### src/rtl/demux_stream_router.sv
// Routes a valid/ready stream to one of two one-entry output slots, y0 or y1.
// Optional per-channel saturating handshake counters are enabled with `define DEMUX_STATS_EN.
module demux_stream_router #(
  parameter int WIDTH = 8,
  parameter int CNT_W = 16
) (
  input  logic             clk,
  input  logic             rst,
  input  logic [WIDTH-1:0] x,
  input  logic             x_dest,
  input  logic             x_valid,
  output logic             x_ready,
  input  logic             mode,
  output logic [WIDTH-1:0] y0,
  output logic             y0_valid,
  input  logic             y0_ready,
  output logic [WIDTH-1:0] y1,
  output logic             y1_valid,
  input  logic             y1_ready,
`ifdef DEMUX_STATS_EN
  output logic [CNT_W-1:0] cnt0,
  output logic [CNT_W-1:0] cnt1,
`endif
  output logic             sel
);

  // state | meaning
  // EMPTY | slot holds no word, yN_valid = 0
  // FULL  | slot holds a word for the sink, yN_valid = 1
  typedef enum logic {
    EMPTY = 1'b0,
    FULL  = 1'b1
  } slot_t;

  if (CNT_W < 1) begin : g_cnt_w_chk
    $error("CNT_W must be at least 1");
  end

  slot_t st0;
  slot_t st1;
  logic  mode_q;
  logic  rr_ptr;
  logic  eff_ptr;
  logic  acc;
  logic  acc0;
  logic  acc1;
  logic  drain0;
  logic  drain1;

  // On the cycle round-robin is first entered the pointer reads as 0,
  // so the first word after the switch always lands on y0.
  assign eff_ptr  = mode_q ? rr_ptr : 1'b0;
  assign sel      = mode ? eff_ptr : x_dest;

  assign y0_valid = (st0 == FULL);
  assign y1_valid = (st1 == FULL);
  assign drain0   = y0_valid & y0_ready;
  assign drain1   = y1_valid & y1_ready;

  assign x_ready  = sel ? (~y1_valid | y1_ready) : (~y0_valid | y0_ready);
  assign acc      = x_valid & x_ready;
  assign acc0     = acc & ~sel;
  assign acc1     = acc & sel;

  always_ff @(posedge clk) begin
    if (rst) begin
      mode_q <= 1'b0;
      rr_ptr <= 1'b0;
    end else begin
      mode_q <= mode;
      if (mode) begin
        rr_ptr <= eff_ptr ^ acc;
      end
    end
  end

  always_ff @(posedge clk) begin
    if (rst) begin
      st0 <= EMPTY;
      st1 <= EMPTY;
      y0  <= '0;
      y1  <= '0;
    end else begin
      case (st0)
        EMPTY: begin
          if (acc0) begin
            st0 <= FULL;
            y0  <= x;
          end
        end
        FULL: begin
          if (acc0) begin
            y0 <= x;
          end else if (drain0) begin
            st0 <= EMPTY;
          end
        end
        default: st0 <= EMPTY;
      endcase

      case (st1)
        EMPTY: begin
          if (acc1) begin
            st1 <= FULL;
            y1  <= x;
          end
        end
        FULL: begin
          if (acc1) begin
            y1 <= x;
          end else if (drain1) begin
            st1 <= EMPTY;
          end
        end
        default: st1 <= EMPTY;
      endcase
    end
  end

`ifdef DEMUX_STATS_EN
  // Counters stick at all-ones rather than wrapping.
  always_ff @(posedge clk) begin
    if (rst) begin
      cnt0 <= '0;
      cnt1 <= '0;
    end else begin
      if (drain0 && (cnt0 != {CNT_W{1'b1}})) begin
        cnt0 <= cnt0 + 1'b1;
      end
      if (drain1 && (cnt1 != {CNT_W{1'b1}})) begin
        cnt1 <= cnt1 + 1'b1;
      end
    end
  end
`endif

endmodule

### config.mk
export PLATFORM = sky130hd
export DESIGN_NAME = demux_stream_router
export DESIGN_NICKNAME = d
export VERILOG_FILES = /design/src/rtl/demux_stream_router.sv
export SDC_FILE = /design/constraint.sdc
export NUM_CORES = 1
export LEC_CHECK = 0
export CORE_ASPECT_RATIO = 1.5
export CORE_MARGIN = 2
export CORE_UTILIZATION = 45
export CTS_CLUSTER_SIZE = 10
export DETAILED_ROUTE_END_ITERATION = 16
export PLACE_DENSITY = 0.85
export SYNTH_ARGS = -nofsm -noshare
export SYNTH_HDL_FRONTEND = slang
export SYNTH_SLANG_ARGS = --single-unit
export TNS_END_PERCENT = 20
### constraint.sdc
create_clock -name clk -period 1.7 [get_ports clk]
set_input_delay 0.34 -clock clk [delete_from_list [all_inputs] [get_ports clk]]
set_output_delay 0.34 -clock clk [all_outputs]
set_load 0.05 [all_outputs]
==> impl_metrics.json <==
{
  "post-route-period-util_pct": 98.3,
  "switchingPower_uw": 319,
  "finalSetupViolations": 0,
  "grt_pass1_wl_mm": 2.88,
  "rsz0062_at_grt": "false",
  "wl_met2_mm": 1.02,
  "synth_top_area_share_pct": 44.8,
  "drt_first_pass_iters": 4,
  "leakage_uw": 0.000612,
  "ff2ff_setup_slack_ns": 0.55,
  "p_per_area_nw_per_um2": 853,
  "design.core.area_um2": 1850,
  "grt_pass1_vias": 751,
  "hold_buffers": 0,
  "synthFlopType": "dfxtp_1",
  "yosysWarnings": 0,
  "seqPwrFrac_pct": 43.4,
  "synth_edf_count": 0,
  "syn-num-nets": 102,
  "criticalPathCategory": "in -> out",
  "nets": 146,
  "final_antenna_net_count": 0,
  "multi_input_area_um2": 500,
  "yosysMostFrequentCell": "nand2b_1",
  "drt_wl_total_mm": 1.87,
  "row_count": 19,
  "hold_end": "mode_q",
  "clkPwrFrac_pct": 33.3,
  "place.gp.congestion": 0.661,
  "htreeDepth": 1,
  "drc": 0,
  "syn_to_final_growth_pct": 54.0,
  "drv_slew": 0,
  "cp.arrival_ns": 1.33,
  "crit_fanout": 2,
  "path_clk_slew_ns": 0.11,
  "finish.instance_area_um2": 1380,
  "cts.sinks": 20,
  "insertion_delay_ns": 0.31,
  "hold_depth": 2,
  "max_slew.worst_pin.slew_ns": 0.334,
  "synth_top_area_cell": "dfxtp_1",
  "r2r_cells": 4,
  "fin_skew_ns": 0.0114,
  "avgSynthCellArea_um2": 10.3,
  "ys_seq_elements": 20,
  "dieArea_um2": 2370,
  "relSlewSlack_pct": 77.7,
  "finalNonFillerCells": 151,
  "start_kind": "input pin",
  "ys_async_sr_fraction_pct": 0,
  "hold_path.startpoint": "mode",
  "fin_crit_ns": 1.67,
  "cts_tree": "done",
  "dieHeight_um": 58.6,
  "synthTopCellsByArea": "dfxtp_1 (45%), nand2b_1 (19%), mux2i_1 (18%)",
  "track_usage_pct": 17.2,
  "syn_area_um2": 895,
  "via_per_inst": 5.15,
  "status": "complete, no violations",
  "grt_max_degree": 29,
  "start_util_pct": 48.2,
  "dp.cells": 146,
  "place_hpwl_mm": 1.43,
  "ys_top_cells_by_count": "nand2b_1 (27), dfxtp_1 (20), mux2i_1 (16)",
  "drive_above_1_share_pct": 34.6,
  "hold_viol": 0,
  "die_w_um": 40.4,
  "regArea_um2": 405,
  "max_stage_delay_ns": 0.31,
  "maxUsedRoutingLayer": "met4",
  "p_total_uw": 1170,
  "hp-class": "in -> reg",
  "vias": 778,
  "cts_made_buffers": 3,
  "syn-instance-count": 87,
  "grt_overflow": 0,
  "r2r_end": "y1[1]",
  "initialDrtViolationCount": 11,
  "seq_area_frac_synth_pct": 44.8,
  "place_area_um2": 1280,
  "intPower_uw": 855,
  "irDropWorstVdd_uv": 664,
  "dr_wl_met3_um": 114,
  "switching_share_pct": 27.2,
  "port_buffers": 34,
  "drt-met1-wl_um": 699,
  "antenna_cells": 0,
  "crit_chain": "clkdlybuf4s15_1 -> or2b_4 -> nand2_4 -> mux2_4 -> buf_8",
  "r2r_start": "mode_q",
  "p_comb_share_pct": 23.3,
  "max_freq_mhz": 598,
  "timing.setup.tns_ns": 0,
  "io_pins": 35,
  "grt_antenna_before_repair": 0,
  "worstSetupEndpointType": "primary output",
  "cts_buffer_depth": 2,
  "wl_per_cell_um": 12.4,
  "cap_violations": 0,
  "cts-root-buf": "clkbuf_4",
  "crit_slowest_cell": "mux2_4",
  "required_ns": 1.36,
  "ys_types": 21,
  "nFillCells": 141,
  "final_util_pct": 74.3
}
-- worst max-delay path by stage --
stage          startpoint  endpoint  slack [ns]  depth (start not counted)
3_5_place_dp         mode   x_ready       -0.41                          5
2_1_floorplan      x_dest   x_ready        0.03                          3
3_3_place_gp         mode   x_ready       -0.34                          5
4_1_cts          y0_ready   x_ready        0.01                          4
6_report           x_dest   x_ready        0.03                          5
5_1_grt            x_dest   x_ready       0.004                          5
-- metrics by stage --
| stage | setup WS, ns | hold slack [ns] |
|---|---|---|
| floorplan | 0.0333 | 0.468 |
| global placement | -0.341 | 0.458 |
| detailed placement | -0.409 | 0.470 |
| CTS | 0.00961 | 0.326 |
| global route | 0.00367 | 0.343 |
| finish | 0.0285 | 0.330 |
-- power by group through the flow --
stage / clock [uW] / combinational (uW) / sequential [uW]
after global routing: 413 / 288 / 514
final: 391 / 274 / 510
after detailed placement: 0 / 268 / 519
after CTS: 398 / 273 / 509
after floorplan: 0 / 87.5 / 596
after global placement: 0 / 265 / 518
-- kinds of logic (layout without fill, tap and decap cells) --
kind of cell    count (synthesis)  in the layout  share of synthesized area (%)
buf+inv                         5             48                           3.08
flops                          20             20                           44.8
compound gates                  7              7                           5.18
mux                            17             17                           19.2
simple gates                   38             38                           27.8
-- area by class of cell --
cell class / count / share of cell area [%]
clock buffer: 3 / 1.63
tap: 21 / 1.91
clock inverter: 1 / 2.18
multi-input combinational: 62 / 36.3
sequential: 20 / 29.4
timing repair buffer: 44 / 28.5
-- routing by layer --
layer  track usage [%]  up-vias
met2              31.3       29
met4              7.14        0
met1              18.2      362
met5                 0        -
li1                  -      383
met3              2.26        4
-- state kept, by name, indices dropped and copies added, names as in the netlist --
signal and cells:
y0 8, y1 8, y0_valid 1, mode_q 1, y1_valid 1, rr_ptr 1
-- placed cells by master, fill, tap and decap left out --
master | netlist | final
nand4_2 | 1 | 1
nand2b_4 | 0 | 1
clkbuf_4 | 0 | 3
o211a_1 | 1 | 1
dfxtp_4 | 0 | 1
buf_2 | 1 | 1
nand3_4 | 0 | 1
nand2_1 | 2 | 1
clkdlybuf4s15_1 | 0 | 1
buf_8 | 0 | 1
nand2b_1 | 27 | 26
dfxtp_1 | 20 | 18
mux2i_1 | 16 | 16
o211ai_1 | 1 | 1
nor2b_1 | 2 | 2
o21ai_0 | 1 | 1
nand4_1 | 1 | 1
and4_4 | 1 | 1
or2b_4 | 0 | 1
and3_4 | 1 | 1
buf_4 | 0 | 27
nand3_1 | 2 | 1
a21o_1 | 1 | 1
buf_12 | 0 | 2
a31oi_1 | 1 | 1
a21oi_1 | 2 | 2
clkdlybuf4s50_1 | 0 | 12
mux2_4 | 0 | 1
bufinv_16 | 0 | 1
nand2_4 | 0 | 1
dfxtp_2 | 0 | 1
-- what timing repair did --
item | CTS | global route
setup endpoints to repair | 2 | 1
buffers inserted | 1 | 0
hold endpoints to repair | 0 | 0
gates resized for setup | 13 | 3
pin swaps | 1 | 0
-- critical path, delay by kind of cell --
kind / cells / cell delay (ns)
buffers and inverters: 2 / 0.33
and+or+nand+nor: 2 / 0.34
muxes: 1 / 0.31
(Power assumes the default switching activity.)
